$ cat config.mk
export PLATFORM = sky130hd
export DESIGN_NAME = datapath_sequencer_flat
export DESIGN_NICKNAME = d
export VERILOG_FILES = /design/src/rtl/datapath_sequencer_if.sv /design/src/rtl/datapath_sequencer.sv /design/src/flat_wrapper.sv
export SDC_FILE = /design/constraint.sdc
export NUM_CORES = 1
export LEC_CHECK = 0
export ABC_AREA = 1
export ABC_CLOCK_PERIOD_IN_PS = 2620
export CAP_MARGIN = 20
export CELL_PAD_IN_SITES_DETAIL_PLACEMENT = 1
export CELL_PAD_IN_SITES_GLOBAL_PLACEMENT = 2
export CORE_MARGIN = 8
export CORE_UTILIZATION = 31
export CTS_BUF_LIST = sky130_fd_sc_hd__clkbuf_8
export CTS_CLUSTER_DIAMETER = 60
export DETAILED_ROUTE_END_ITERATION = 12
export PLACE_DENSITY = 0.95
export SLEW_MARGIN = 40
export SYNTH_ARGS = -nofsm -noshare
export SYNTH_HDL_FRONTEND = slang
export SYNTH_SLANG_ARGS = --single-unit
$ cat constraint.sdc
create_clock -name clk -period 2.62 [get_ports clk]
set_input_delay 0.393 -clock clk [delete_from_list [all_inputs] [get_ports clk]]
set_output_delay 0.393 -clock clk [all_outputs]
set_load 0.005 [all_outputs]
$ cat src/rtl/datapath_sequencer_if.sv
// Execute bus between the sequencer and the datapath: one operation per valid/ready handshake.
interface datapath_sequencer_if;
    logic [2:0] alu_op;
    logic [7:0] imm;
    logic       exec_valid;
    logic       dp_ready;

    modport master (output alu_op, output imm, output exec_valid, input dp_ready);
    modport slave  (input alu_op, input imm, input exec_valid, output dp_ready);
endinterface

$ cat src/rtl/datapath_sequencer.sv
// Steps a small ROM program into the datapath: fetch, load, then hold each operation until accepted.
module datapath_sequencer #(
    parameter int unsigned ADDR_W    = 3,
    parameter int unsigned LAST_ADDR = 7
) (
    input  logic                  clk,
    input  logic                  rst,
    input  logic                  start,
    output logic [ADDR_W-1:0]     rom_addr,
    input  logic [10:0]           rom_data,
    datapath_sequencer_if.master  dp,
    output logic                  busy,
    output logic                  done
);

    localparam int unsigned OP_W    = 3;
    localparam int unsigned IMM_W   = 8;
    localparam int unsigned INSTR_W = OP_W + IMM_W;
    localparam logic [OP_W-1:0] OP_HALT = 3'b111;

    typedef enum logic [2:0] {
        IDLE  = 3'd0,
        FETCH = 3'd1,
        LOAD  = 3'd2,
        EXEC  = 3'd3,
        DONE  = 3'd4
    } state_t;

    state_t               state;
    state_t               state_next;
    logic [ADDR_W-1:0]    pc;
    logic [ADDR_W-1:0]    pc_next;
    logic [INSTR_W-1:0]   ir;
    logic [INSTR_W-1:0]   ir_next;
    logic                 at_last;
    logic                 exec_next;
    logic [OP_W-1:0]      op_next;
    logic [IMM_W-1:0]     imm_next;
    logic                 busy_next;
    logic                 done_next;

    assign rom_addr = pc;
    assign at_last  = (pc == ADDR_W'(LAST_ADDR));

    // State, program counter, instruction register and all registered outputs
    always_ff @(posedge clk) begin
        if (rst) begin
            state         <= IDLE;
            pc            <= '0;
            ir            <= '0;
            dp.exec_valid <= 1'b0;
            dp.alu_op     <= '0;
            dp.imm        <= '0;
            busy          <= 1'b0;
            done          <= 1'b0;
        end else begin
            state         <= state_next;
            pc            <= pc_next;
            ir            <= ir_next;
            dp.exec_valid <= exec_next;
            dp.alu_op     <= op_next;
            dp.imm        <= imm_next;
            busy          <= busy_next;
            done          <= done_next;
        end
    end

    // Next state; outputs are decoded from the next state so they register in step with it
    always_comb begin
        state_next = state;
        pc_next    = pc;
        ir_next    = ir;

        unique case (state)
            IDLE: begin
                if (start) begin
                    pc_next    = '0;
                    state_next = FETCH;
                end
            end
            FETCH: state_next = LOAD;
            LOAD: begin
                ir_next    = rom_data;
                state_next = (rom_data[INSTR_W-1:IMM_W] == OP_HALT) ? DONE : EXEC;
            end
            EXEC: begin
                if (dp.dp_ready) begin
                    if (at_last) begin
                        state_next = DONE;
                    end else begin
                        pc_next    = pc + ADDR_W'(1);
                        state_next = FETCH;
                    end
                end
            end
            DONE: begin
                if (start) begin
                    pc_next    = '0;
                    state_next = FETCH;
                end
            end
            default: state_next = IDLE;
        endcase

        exec_next = (state_next == EXEC);
        op_next   = exec_next ? ir_next[INSTR_W-1:IMM_W] : '0;
        imm_next  = exec_next ? ir_next[IMM_W-1:0] : '0;
        busy_next = (state_next == FETCH) || (state_next == LOAD) || (state_next == EXEC);
        done_next = (state_next == DONE);
    end

endmodule

$ cat src/flat_wrapper.sv
// flat-port wrapper written by rule: the top's interface ports become plain ports
module datapath_sequencer_flat 
#(
    parameter int unsigned ADDR_W    = 3,
    parameter int unsigned LAST_ADDR = 7
)
  (clk, rst, start, rom_addr, rom_data, busy, done, dp_alu_op, dp_imm, dp_exec_valid, dp_dp_ready);
  datapath_sequencer_if dp_i ();
  input  logic clk;
  input  logic rst;
  input  logic start;
  output logic [ADDR_W-1:0] rom_addr;
  input  logic [10:0] rom_data;
  output logic busy;
  output logic done;
  output wire logic [$bits(dp_i.alu_op)-1:0] dp_alu_op;
  output wire logic [$bits(dp_i.imm)-1:0] dp_imm;
  output wire logic [$bits(dp_i.exec_valid)-1:0] dp_exec_valid;
  input wire logic [$bits(dp_i.dp_ready)-1:0] dp_dp_ready;
  assign dp_alu_op = dp_i.alu_op;
  assign dp_imm = dp_i.imm;
  assign dp_exec_valid = dp_i.exec_valid;
  assign dp_i.dp_ready = dp_dp_ready;
  datapath_sequencer #(.ADDR_W(ADDR_W), .LAST_ADDR(LAST_ADDR)) u_core (.clk(clk), .rst(rst), .start(start), .rom_addr(rom_addr), .rom_data(rom_data), .dp(dp_i), .busy(busy), .done(done));
endmodule
# After elaboration in Yosys (flattened, before gate mapping)
# Cells that the tools add are included.
[word_totals]
inputBits = 15
wordCells = 40
regBits = 31
[classes]
muxes = 10
addsub = 1
n_reduce_logical = 7
eq_ne = 13
bitwise = 1
[ops]
columns = ["operator", "n"]
rows = [
  ["$mux W3", 7],
  ["$eq A3 B2 Y1 const B", 4],
  ["$eq A3 B3 Y1 const B", 4],
  ["$pmux W3 S4", 1],
  ["$mux W11", 1],
  ["$eq A3 B1 Y1 const B", 2],
  ["$pmux W3 S2", 1],
  ["$ne A2 B2 Y1 const B", 2],
  ["$reduce_and A4 Y1", 1],
  ["$reduce_or A2 Y1", 2],
  ["$add A3 B1 Y3 const B", 1],
  ["$logic_not A3 Y1", 1],
  ["$logic_or A1 B1 Y1", 2],
  ["$ne A2 B1 Y1 const B", 1],
  ["$reduce_bool A2 Y1", 1],
  ["$not A1 Y1", 1],
]

# Longest topological paths before layout
# Gate-level depths: netlist of run 1.
[depth]
word_depth = 7
ltp_mapped = 8

# Worst setup path before layout of run 1
# Ideal clock, no wire load.
[synth_timing]
kind = "register to register"
startpoint = "register u_core.pc[0] (netlist: u_core.rom_addr[0])"
endpoint = "register u_core.pc[0] (netlist: u_core.rom_addr[0])"
setup_ns = 0.114
path_slack_ns = 1.389
arrival_ns = 1.117
stages_incl_launch_ff = 7
synth_period_minus_slack_ns = 1.231
path_cell_list = "dfxtp_1 > ha_1 > ha_1 > nor2_1 > nand2_1 > a21oi_1 > nor2_1"
[synth_between]
elab_chain_len = 4
elab_cells_between_ends = 7
[synth_rtl]
columns = ["element", "line", "rtl"]
rows = [
  ["start: declaration", "datapath_sequencer.sv:31", "logic [ADDR_W-1:0] pc;"],
  ["start signal: assignment", "datapath_sequencer.sv:58", "pc <= pc_next;"],
  ["$add A3 B1 Y3", "datapath_sequencer.sv:91", "pc_next = pc + ADDR_W'(1);"],
  ["$mux W3", "datapath_sequencer.sv:88", "if (at_last) begin"],
  ["$mux W3", "datapath_sequencer.sv:87", "if (dp.dp_ready) begin"],
  ["$pmux W3 S2", "datapath_sequencer.sv:74", "unique case (state)"],
]
# Several ways; a longest one is shown, not always the timed one. The select of a mux whose other input is x is not followed.
# A chain may end at the register's enable or synchronous reset.

# Worst setup path in the final report of run 1
[layout_timing]
startpoint = "register u_core.pc[0] (netlist: u_core.rom_addr[0])"
endpoint = "output rom_addr[0]"
[layout_lines]
columns = ["element", "line", "rtl"]
rows = [
  ["end: declaration", "flat_wrapper.sv:12", "output logic [ADDR_W-1:0] rom_addr;"],
]
# No word-level cell between the ends.

==> impl_metrics.yaml, run 1 <==
status:
  outcome: "completed"
run:
  drv_cap: 0
setup_path:
  cp-start-kind: "flip-flop"
  crit_chain: "clkdlybuf4s50_1"
  slowest_stage: "clkdlybuf4s50_1"
  path_delay_family: "buffers and inverters"
  cp-end-kind: "output port"
  crit_path_max_incr_delay_ns: 0.52
  critPathRequiredTime_ns: 2.23
  startpoint: "u_core.rom_addr[0]"
  crit_fanout: 3
  path_buf_inv: 1
  timing.rr.start: "u_core.rom_addr[0]"
  critical_path_class: "reg2out"
  worstPathArrival_ns: 1.17
final_layout:
  diodes: 0
  drive_gt1_frac: 0.217
  fillers: 449
  fin_nets: 191
  final_util: 0.450
  area_growth_pct: 37.7
  final_area_sq_um: 1660
sta:
  setup_viol: 0
  fin_worst_skew_ns: 0.00347
  hold_violations: 0
  fmax_mhz: 639
  fin_crit_ns: 1.56
  rsz0062_at_grt: "false"
  tightest_slew_ns: 0.339
  max_slew_margin: 0.773
  slew_viol_final: 0
  final.setup.tns_ns: 0
  fin_crit_sh: 0.597
global_route:
  grtUsageTotal: 0.102
  gr-total-overflow: 0
  grt_max_degree: 24
  grt_pass1_wl_um: 4800
  grt_pass1_vias: 1072
  grt_antenna_before_repair: 0
synthesis:
  synth_cells: 140
  synth.area.mux_share: 0
  yosysMostFrequentCell: "dfxtp_1"
  synth-seq-area-share: 0.515
  synth_compound_area_frac: 0.0893
  synth_top_cell_by_area: "dfxtp_1"
  synth_area_per_cell_sq_um: 8.61
  yosys_warnings: 0
  synth_common_cells: "31 x dfxtp_1, 22 x nand2_1, 19 x inv_1, 19 x nor2_1"
  synth-simple-area-share: 0.278
  ys.flop_type: "dfxtp_1"
  synth.distinct_cells: 18
  async_flop_share: 0
  synthDominantCellAreaShare: 0.515
  synth_fa_ha_area_frac: 0.0208
  synthTopCellsByArea: "dfxtp_1 52%, o21ai_2 7.3%, nand2_1 6.9%"
  ys_ff_latch: 31
  synth-edff-count: 0
  synthXorXnorAreaFrac: 0
  syn_nets: 157
  netlist_area_sq_um: 1200
  synth_top_family_by_area: "simple AND/OR/NAND/NOR gates"
die:
  start_util: 0.327
  rows: 22
  die_h_um: 78.3
  die_x_um: 78.3
  core_sq_um: 3690
  die_area_sq_um: 6140
  io_pins: 32
route:
  firstDrtPassIters: 2
  wl_um: 2920
  ant_nets: 0
  vias: 955
  drtIter0Drc: 33
  wl_per_cell_um: 13.1
  drcViolationCount: 0
  detail_route.vias_per_cell: 4.28
clock_network:
  cts-root-buf: "clkbuf_8"
  htreeDepth: 2
  clk_pin_slew_ns: 0.06
  cts_tree: "built"
  cts_resized: 0
  cts_buffers: 5
  cts.path.max_buffers: 2
  cts.sinks: 31
  clock_latency_ns: 0.28
  cts_setup_buffers: 0
  hold_buffers: 0
power:
  power_frac_seq: 0.433
  ir_worst_vdd_mv: 0.440
  power_density_nw_per_um2: 722
  pwr-share-clk: 0.408
  internal-power_uw: 891
  power_switching_uw: 307
  p_sw_frac: 0.256
  combPwrFrac: 0.159
  p_leak_nw: 0.722
placed_design:
  placement.io_buffers: 31
  dpl_cell_area_sq_um: 1540
  gp_congestion: 0.719
  hpwl_um: 2200
min_path:
  hp-start: "u_core.rom_addr[2]"
  hold_path_class: "reg2reg"
metrics by stage:
stage	worst slack [ns]	hold WS (ns)	total power [mW]	std cells
after floorplan	1.39	0.490	0.660	140
after global placement	0.961	0.494	0.713	215
after detailed placement	0.908	0.510	0.724	215
after CTS	1.04	0.522	1.21	223
after global routing	1.01	0.532	1.25	223
final	1.06	0.515	1.20	223
logic make-up (layout without fill, tap and decap cells):
| kind of cell | after synthesis | count (layout) |
|---|---|---|
| compound gates | 14 | 14 |
| fa+ha+maj | 2 | 2 |
| buf+inv | 25 | 60 |
| flops | 31 | 31 |
| simple gates | 68 | 68 |
cells in the final DEF (no fill, tap or decap):
cell	synthesis	layout
a21oi_1	3	3
buf_4	0	1
bufinv_16	0	1
clkbuf_8	0	6
clkdlybuf4s50_1	0	31
clkinv_2	0	1
dfxtp_1	31	31
ha_1	2	2
inv_1	19	19
inv_2	1	1
nand2_1	22	22
nand2_2	4	4
nand2_4	1	1
nand3_1	7	7
nand3_2	1	1
nand3b_1	2	2
nor2_1	19	19
nor2_2	10	10
nor2_4	2	2
o21ai_1	1	1
o21ai_2	10	10
registers in the layout, indices dropped and copies added, names as in the netlist:
signal	count
u_core.busy	1
u_core.done	1
u_core.dp.alu_op	3
u_core.dp.exec_valid	1
u_core.dp.imm	8
u_core.ir	11
u_core.rom_addr	3
u_core.state	3
metal layers:
metal	part of all wire	track usage	wire [um]	vias to the layer above
li1	-	-	-	488
met1	0.40	0.0959	1160	441
met2	0.52	0.181	1530	19
met3	0.049	0.0364	143	7
met4	0.027	0.0722	79	0
met5	0	0	0	-
power by group through the flow:
stage                     registers [mW]  clock network [mW]  logic [mW]
after floorplan                    0.527                   0       0.133
after global placement             0.527                   0       0.186
after detailed placement           0.530                   0       0.194
after CTS                          0.520               0.499       0.195
after global routing               0.523               0.511       0.214
final                              0.519               0.489       0.190
worst paths after layout:
check	endpoint	slack, ns	cells after the start
hold reg to reg	u_core.rom_addr[2]	0.51	2
setup / recovery	rom_addr[0]	1.06	1
hold / removal	u_core.rom_addr[2]	0.51	2
setup reg to reg	u_core.rom_addr[0]	1.23	7
layout make-up:
cell class	instances	area [sq um]	area share
repair buffers	32	318	0.192
multi-input cells	84	468	0.282
flip-flops and latches	31	621	0.374
inverters	20	75.1	0.0452
well taps	48	60.1	0.0362
clock inverters	2	35.0	0.0211
clock buffers	6	82.6	0.0498
No activity file was read; power rests on OpenSTA's default activity.
==> inputs of run 2 (changes only) <==
--- a/config.mk
+++ b/config.mk
@@ -6,16 +6,16 @@
 export NUM_CORES = 1
 export LEC_CHECK = 0
 export ABC_AREA = 1
-export ABC_CLOCK_PERIOD_IN_PS = 2620
+export ABC_CLOCK_PERIOD_IN_PS = 1600
 export CAP_MARGIN = 20
 export CELL_PAD_IN_SITES_DETAIL_PLACEMENT = 1
 export CELL_PAD_IN_SITES_GLOBAL_PLACEMENT = 2
 export CORE_MARGIN = 8
-export CORE_UTILIZATION = 31
+export CORE_UTILIZATION = 28
 export CTS_BUF_LIST = sky130_fd_sc_hd__clkbuf_8
 export CTS_CLUSTER_DIAMETER = 60
 export DETAILED_ROUTE_END_ITERATION = 12
-export PLACE_DENSITY = 0.95
+export PLACE_DENSITY = 0.91
 export SLEW_MARGIN = 40
 export SYNTH_ARGS = -nofsm -noshare
 export SYNTH_HDL_FRONTEND = slang
==> constraint.sdc (replaced) <==
create_clock -name clk -period 1.6 [get_ports clk]
set_input_delay 0.24 -clock clk [delete_from_list [all_inputs] [get_ports clk]]
set_output_delay 0.24 -clock clk [all_outputs]
set_load 0.005 [all_outputs]
==> run 2 against run 1 <==
Net effect: utilization shrank 6.0 points; sequential cell count is the same; first-iteration DRC count grew 18%; largest cell class unchanged; register-to-register slack lost 0.97 ns; critical endpoint unchanged; final cell count grew 1.8%; clock skew is essentially flat; die area grew 8.5%; clock-buffer cell count is the same; non-clock buffer count is the same; global-route usage shrank 0.49 points.
==> impl_metrics.yaml, run 2 (same netlist as run 1, synthesis figures left out) <==
final_layout:
  top_register: "u_core.ir"
  top_regs: "u_core.ir x11, u_core.dp.imm x8"
  drive_gt1_frac: 0.217
  final_util: 0.390
  fin_nets: 191
  fillers: 525
  area_growth_pct: 38.1
  mostFrequentLayoutCells: "31 x clkdlybuf4s50_1, 31 x dfxtp_1, 22 x nand2_1"
  diodes: 0
  multi_input_area_sq_um: 468
  seq_area_sq_um: 621
  largest_register_ffs: 11
die:
  die_x_um: 81.6
  die_h_um: 81.6
  io_pins: 32
  die_area_sq_um: 6660
  start_util: 0.283
  core_sq_um: 4260
  rows: 24
setup_path:
  path_delay_family: "buffers and inverters"
  crit_chain: "clkdlybuf4s50_1"
  crit_path_max_incr_delay_ns: 0.52
  critPathRequiredTime_ns: 1.36
  cp-end-kind: "output port"
  crit_fanout: 3
  critical_path_class: "reg2out"
  cp-start-kind: "flip-flop"
  slowest_stage: "clkdlybuf4s50_1"
  startpoint: "u_core.rom_addr[0]"
  timing.rr.start: "u_core.rom_addr[0]"
  path_buf_inv: 1
  worstPathArrival_ns: 1.17
power:
  power_frac_seq: 0.434
  power_density_nw_per_um2: 1180
  power_switching_uw: 496
  combPwrFrac: 0.160
  pwr-share-clk: 0.406
  totalPowerFinal_mw: 1.96
  p_sw_frac: 0.254
  internal-power_mw: 1.46
  ir_worst_vdd_mv: 0.409
  p_leak_nw: 0.722
clock_network:
  htreeDepth: 2
  cts.path.max_buffers: 2
  cts_resized: 0
  cts_tree: "built"
  cts.sinks: 31
  clock_latency_ns: 0.28
  cts_buffers: 5
  hold_buffers: 0
  clk_pin_slew_ns: 0.06
  cts-root-buf: "clkbuf_8"
  cts_setup_buffers: 0
min_path:
  hold_path_class: "reg2reg"
  hp-start: "u_core.rom_addr[1]"
route:
  vias: 976
  drtIter0Drc: 39
  wl_per_cell_um: 12.5
  firstDrtPassIters: 3
  ant_nets: 0
  wl_um: 2840
  detail_route.vias_per_cell: 4.30
  drcViolationCount: 0
global_route:
  grt_antenna_before_repair: 0
  grtUsageTotal: 0.0973
  grt_max_degree: 24
  grt_pass1_vias: 1081
  grt_pass1_wl_um: 4930
  gr-total-overflow: 0
sta:
  fmax_mhz: 709
  hold_violations: 0
  slew_viol_final: 0
  fin_crit_ns: 1.41
  fin_worst_skew_ns: 0.00360
  tightest_slew_ns: 0.343
  setup_viol: 0
  rsz0062_at_grt: "false"
  max_slew_margin: 0.771
  setup_ws_ns: 0.190
  final.setup.tns_ns: 0
  holdWs_ns: 0.510
  fin_crit_sh: 0.881
placed_design:
  placement.io_buffers: 31
  hpwl_um: 2200
  gp_congestion: 0.726
  place_ws_ns: 0.0413
run:
  drv_cap: 0
status:
  outcome: "completed"
## run 2: final cells by class
class                           count  area share
Timing Repair Buffer               32       0.191
Clock inverter                      2      0.0211
Sequential cell                    31       0.373
Multi-Input combinational cell     84       0.281
Tap cell                           52      0.0391
Inverter                           20      0.0451
Clock buffer                        6      0.0496
## run 2: final timing paths
path / to / slack [ns] / cells after the start
setup / recovery: rom_addr[0] / 0.19 / 1
hold reg to reg: u_core.rom_addr[1] / 0.51 / 2
setup reg to reg: u_core.rom_addr[0] / 0.26 / 6
hold / removal: u_core.rom_addr[1] / 0.51 / 2
## run 2: routing by layer
layer,wire [um],track usage,part of all wire
met4,67,0.0526,0.024
met5,0,0,0
met1,1150,0.103,0.40
met3,152,0.0295,0.054
met2,1470,0.170,0.52
## run 2: power groups by stage
stage	clock network (mW)	logic, mW	registers [mW]
6_report	0.794	0.313	0.848
5_1_grt	0.844	0.355	0.854
4_1_cts	0.812	0.319	0.849
3_5_place_dp	0	0.317	0.867
3_3_place_gp	0	0.300	0.863
2_1_floorplan	0	0.217	0.863
## run 2: tightest hold or removal path: stages (launching register included)
cell and delay [ns]:
dfxtp_1 0.32, nand3_1 0.08, a21oi_1 0.06
## run 2: metrics by stage
stage | cells | instance area, sq um
floorplan | 140 | 1200
global placement | 219 | 1550
detailed placement | 219 | 1550
CTS | 227 | 1660
global route | 227 | 1660
finish | 227 | 1660
==> edit 1: new RTL, settings of run 2 <==
`ADDR_W` is set to 3 in 2 places; all go to 2.
--- a/src/rtl/datapath_sequencer.sv
+++ b/src/rtl/datapath_sequencer.sv
@@ -2,3 +2,3 @@
 module datapath_sequencer #(
-    parameter int unsigned ADDR_W    = 3,
+    parameter int unsigned ADDR_W    = 2,
     parameter int unsigned LAST_ADDR = 7
--- a/src/flat_wrapper.sv
+++ b/src/flat_wrapper.sv
@@ -3,3 +3,3 @@
 #(
-    parameter int unsigned ADDR_W    = 3,
+    parameter int unsigned ADDR_W    = 2,
     parameter int unsigned LAST_ADDR = 7
Ports: changed (resized rom_addr); port bits go from 32 to 31. No check against the original RTL was run, so the function may have changed too.
==> edit 1 against run 2 <==
- combinational power grew 4%
- wire length is essentially flat
- clock skew is essentially flat
- highest routed layer unchanged
- cell area shrank 6.0%
- total power shrank 13%
- sequential cell count shrank 1
- hold slack gained 26 ps
- first-iteration DRC count shrank 33%
- fmax grew 1.5%
- worst setup slack gained 21 ps
- area after synthesis shrank 4.0%
- die area shrank 3.3%
- critical path depth grew 5
==> edit 1: results (changes against run 2) <==
Endpoint, Worst Hold u_core.ir[3]; post-route insts no fill 220 (-3.1%); Worst Path Arrival 1590 ps (+420 ps); via density per instance 4.16 (-3.2%); post-synthesis sequential area ratio 0.519 (+0.00442); post-detail-place hpwl 2210 um (+0.15%); GRT Overall Usage 0.0959 (-0.00145); status complete, no violations; P_leak 0.653 nW (-9.5%); syn avg cell area 8.44 sq um (-1.9%); CP max-delay cell dfxtp_1; FF-to-FF setup slack 210 ps (-50 ps); Cell variety after synth 16 (-2); Crit Reg-Reg Startpoint u_core.state[1]; first-pass GRT wire length 4870 um (-1.1%); Reg2Reg Depth 6 (unchanged); Post-CTS Setup Bufs 0 (unchanged); Buffers on Ports 30 (-3.2%); Post-synth ARST share 0 (unchanged); crit path max fanout 23 (+20); Fill cells 469 (-11%); Crit path largest cell delay 350 ps (-170 ps); via count of the first global-routing pass 1,015 (-6.1%); Num CTS Buffers 5 (unchanged); Fin Clk Skew 3.82 ps (+0.226 ps); Min-Delay Path Depth 4 (+2); worst slack, placed 17.6 ps (-23.6 ps); Hold Crit Start u_core.ir[3]; share of cells above drive strength 1 0.212 (-0.00538); routability cong. 0.704 (-3.0%); syn nets 153 (-2.5%); First-pass DRT Iterations 4 (+1); RR Endpoint u_core.ir[2]; CP delay by family, top simple AND/OR/NAND/NOR gates; global route total overflow 0 (unchanged); fin nets 186 (-2.6%); Synth top area share 0.519 (+0.00442); Routed WL 2840 um (about the same); CTS Root Cell clkbuf_8; Commonest cells post-synth dfxtp_1 (30), nor2_1 (24), nand2_1 (21), inv_1 (19); Max VDD drop 0.368 mV (-10%); initial DRC count 26 (-33%); worst slew pin tran 555 ps (+212 ps); total placed cells including tap cells 213 (-2.7%); dominant cells by area after synthesis dfxtp_1 (52%), o21ai_2 (8.3%), nor2_1 (7.8%)
## edit 1: cell count changes after synthesis
| cell | run 2 | this run |
|---|---|---|
| ha_1 | 2 | 1 |
| inv_2 | 1 | 0 |
| nor2_1 | 19 | 24 |
| a31oi_1 | 0 | 2 |
| nand2_1 | 22 | 21 |
| nor2_2 | 10 | 11 |
| o21ai_2 | 10 | 11 |
| nand3b_1 | 2 | 1 |
| nor2_4 | 2 | 1 |
| o21ai_1 | 1 | 0 |
| nand3_1 | 7 | 4 |
| dfxtp_1 | 31 | 30 |
| nand2_4 | 1 | 0 |
| a21oi_1 | 3 | 2 |
## edit 1: routing by layer
layer  part of all wire  global-route usage
met1               0.40               0.106
met2               0.51               0.162
met3              0.075              0.0458
met4             0.0074              0.0218
met5                  0                   0
## edit 1: area by class of cell
class / instances / share of cell area
Sequential cell: 30 / 0.384
Multi-Input combinational cell: 83 / 0.283
Timing Repair Buffer: 31 / 0.197
Inverter: 19 / 0.0456
Clock buffer: 5 / 0.0440
Tap cell: 50 / 0.0400
Clock inverter: 2 / 0.00640
## edit 1: logic make-up after synthesis
group / Yosys count / synth area share
AOI/OAI and AO/OA: 15 / 0.103
adders and majority gates: 1 / 0.0108
buffers and inverters: 24 / 0.0974
DFF: 30 / 0.519
and+or+nand+nor: 67 / 0.269
## edit 1: power breakdown
group	switching (mW)	leakage [nW]	total, mW	internal (mW)
sequential	0.0223	0.244	0.827	0.805
combinational	0.189	0.365	0.326	0.137
clock	0.255	0.0438	0.546	0.291
total	0.467	0.653	1.70	1.23
## edit 1: how the worst max path moves through the flow
stage	start	endpoint	slack [ps]
floorplan	u_core.state[1]	u_core.ir[0]	550
CTS	u_core.state[1]	u_core.ir[2]	160
detailed placement	rom_data[9]	u_core.dp.alu_op[2]	20
finish	u_core.state[1]	u_core.ir[2]	210
global placement	rom_data[10]	u_core.dp.alu_op[2]	100
global route	u_core.state[1]	u_core.dp.imm[7]	70
## edit 1: per-stage QoR
stage | instance area [sq um] | hold slack (ps) | power, mW
detailed placement | 1490 | 531 | 1.18
global placement | 1490 | 511 | 1.16
CTS | 1560 | 542 | 1.73
finish | 1560 | 536 | 1.70
floorplan | 1160 | 384 | 1.06
global route | 1560 | 575 | 1.82
## edit 1: worst reg2reg max path: cells and delay by family (launching register included)
kind	cells	cell delay, ps
AOI/OAI and AO/OA	1	90
buffers and inverters	1	80
DFF	1	350
and+or+nand+nor	4	790
==> edit 2: new RTL, config.mk and constraints of run 2 <==
Without the edit above. Reset style: asynchronous (`rst`), changed in one clocked block.
--- a/src/rtl/datapath_sequencer.sv
+++ b/src/rtl/datapath_sequencer.sv
@@ -45,3 +45,3 @@
     // State, program counter, instruction register and all registered outputs
-    always_ff @(posedge clk) begin
+    always_ff @(posedge clk or posedge rst) begin
         if (rst) begin
Function: differs if rst is asserted again (counterexample within 4 cycles, from zero or initial values and one cycle with rst high); with rst held inactive, the same outputs for 10 cycles.
==> edit 2 against run 2 <==
- cell count stayed put
- clock skew shrank 0.64 ps
- count of clock-buffer cells in the layout fell by 1
- sequential cell count unchanged
- wire length is 1.1% lower
- area after synthesis is 12% higher
- sequential share of layout area is 5.9 points higher
- utilization decreased by 0.50 points
- worst setup slack worse by 23 ps
- cell area rose by 7.9%
- global-route usage down 0.86 points
- critical path type unchanged
- critical endpoint unchanged
Power is not compared: it rests on default switching activity, and its combinational part moved more than twofold at a synthesized area within 25%.
==> edit 2: results (changes against run 2) <==
via count of the first global-routing pass 1,062 (-1.8%); Hold Path Class in -> async; met2 Track Usage GR 0.144 (-0.0261); Post-synth ARST share 1.00 (+1.00); first-pass GRT wire length 5030 um (+2.1%); CP Data Required Time 1360 ps (about the same); Crit path largest cell delay 530 ps; worst slack, placed 91.6 ps (+50.3 ps); dpl cell area 1710 sq um (+11%); drt wl/cell 12.4 um (-1.1%); total placed cells including tap cells 219 (unchanged); hold_buf cts 0 (unchanged); Min Hold Slack 353 ps (-156 ps); First-pass DRT Iterations 4 (+1); routability cong. 0.727 (+0.14%); CTS Root Cell clkbuf_8; slew margin rel. 0.742 (-0.0288); Final ANT Viol Nets 0 (unchanged); post-detail-place hpwl 2120 um (-3.9%); global routing usage on met1 0.0970 (-0.00568); syn nets 151 (-3.8%); Cell variety after synth 18 (unchanged); GRT Overall Usage 0.0887 (-0.00857); crit path max fanout 4 (+1); syn avg cell area 10.0 sq um (+17%); largest net degree at the start of global routing 32 (+33%); status complete, no violations; Primary FF master, synth dfrtp_1; Fin Clk Skew 2.95 ps (-0.640 ps); Num CTS Buffers 5 (unchanged); dominant cells by area after synthesis dfrtp_1 (58%), inv_1 (7.5%), nand2_1 (5.9%); top flop regs u_core.ir: 11 flops, u_core.dp.imm: 8 flops; Routed WL 2810 um (-1.1%); Clock Tree Buf Depth 2 (unchanged); Commonest cells post-synth dfrtp_1 (31), inv_1 (27), nand2_1 (21); met3 Usage GRT 0.0415 (+0.0120); FF-to-FF setup slack 170 ps (-90 ps); via density per instance 4.09 (-4.9%); Fill cells 538 (+2.5%); worst skew pair latency 270 ps; share of cells above drive strength 1 0.197 (-0.0206); post-synthesis sequential area ratio 0.577 (+0.0622); Worst Path Arrival 1190 ps (+20 ps); CP max-delay cell clkdlybuf4s50_1; fin nets 189 (-1.0%)
-- edit 2: where the power goes --
| part | internal (mW) | switching, mW |
|---|---|---|
| logic | 0.651 | 0.781 |
| registers | 1.10 | 0.132 |
| clock network | 0.291 | 0.258 |
-- edit 2: kinds of logic (layout without fill, tap and decap cells) --
logic type / count (synthesis) / after routing / share of synthesized area
adder cells (fa/ha/maj): 2 / 2 / 0.0186
buffers and inverters: 33 / 72 / 0.115
AO/OA/AOI/OAI: 12 / 12 / 0.0587
AND/OR/NAND/NOR: 56 / 56 / 0.230
flip-flops: 31 / 31 / 0.577
-- edit 2: cell type report --
class	count	area, sq um	area share
Timing Repair Buffer	34	345	0.192
Multi-Input combinational cell	70	413	0.230
Clock buffer	5	68.8	0.0383
Inverter	30	113	0.0627
Sequential cell	31	776	0.432
Clock inverter	3	12.5	0.00697
Tap cell	54	67.6	0.0376
-- edit 2: final timing paths --
path / end / start / depth (start not counted)
min: u_core.dp.imm[1] / rst / 3
min in group clk: u_core.rom_addr[0] / u_core.rom_addr[0] / 1
min reg2reg: u_core.rom_addr[0] / u_core.rom_addr[0] / 1
max reg2reg: u_core.rom_addr[0] / u_core.rom_addr[0] / 6
max: rom_addr[0] / u_core.rom_addr[0] / 1
max in group asynchronous: u_core.state[1] / rst / 3
-- edit 2: worst register-to-register path, cell delays in order (launching register included) --
cell	delay [ps]
dfrtp_1	410
ha_1	210
ha_1	210
nor2_1	210
nand2_2	120
nand3_1	80
o21ai_1	60
-- edit 2: layer usage --
layer  wire length [um]  part of all wire
met1               1240              0.44
met2               1360              0.48
met3                170             0.061
met4                 37             0.013
met5                  0                 0
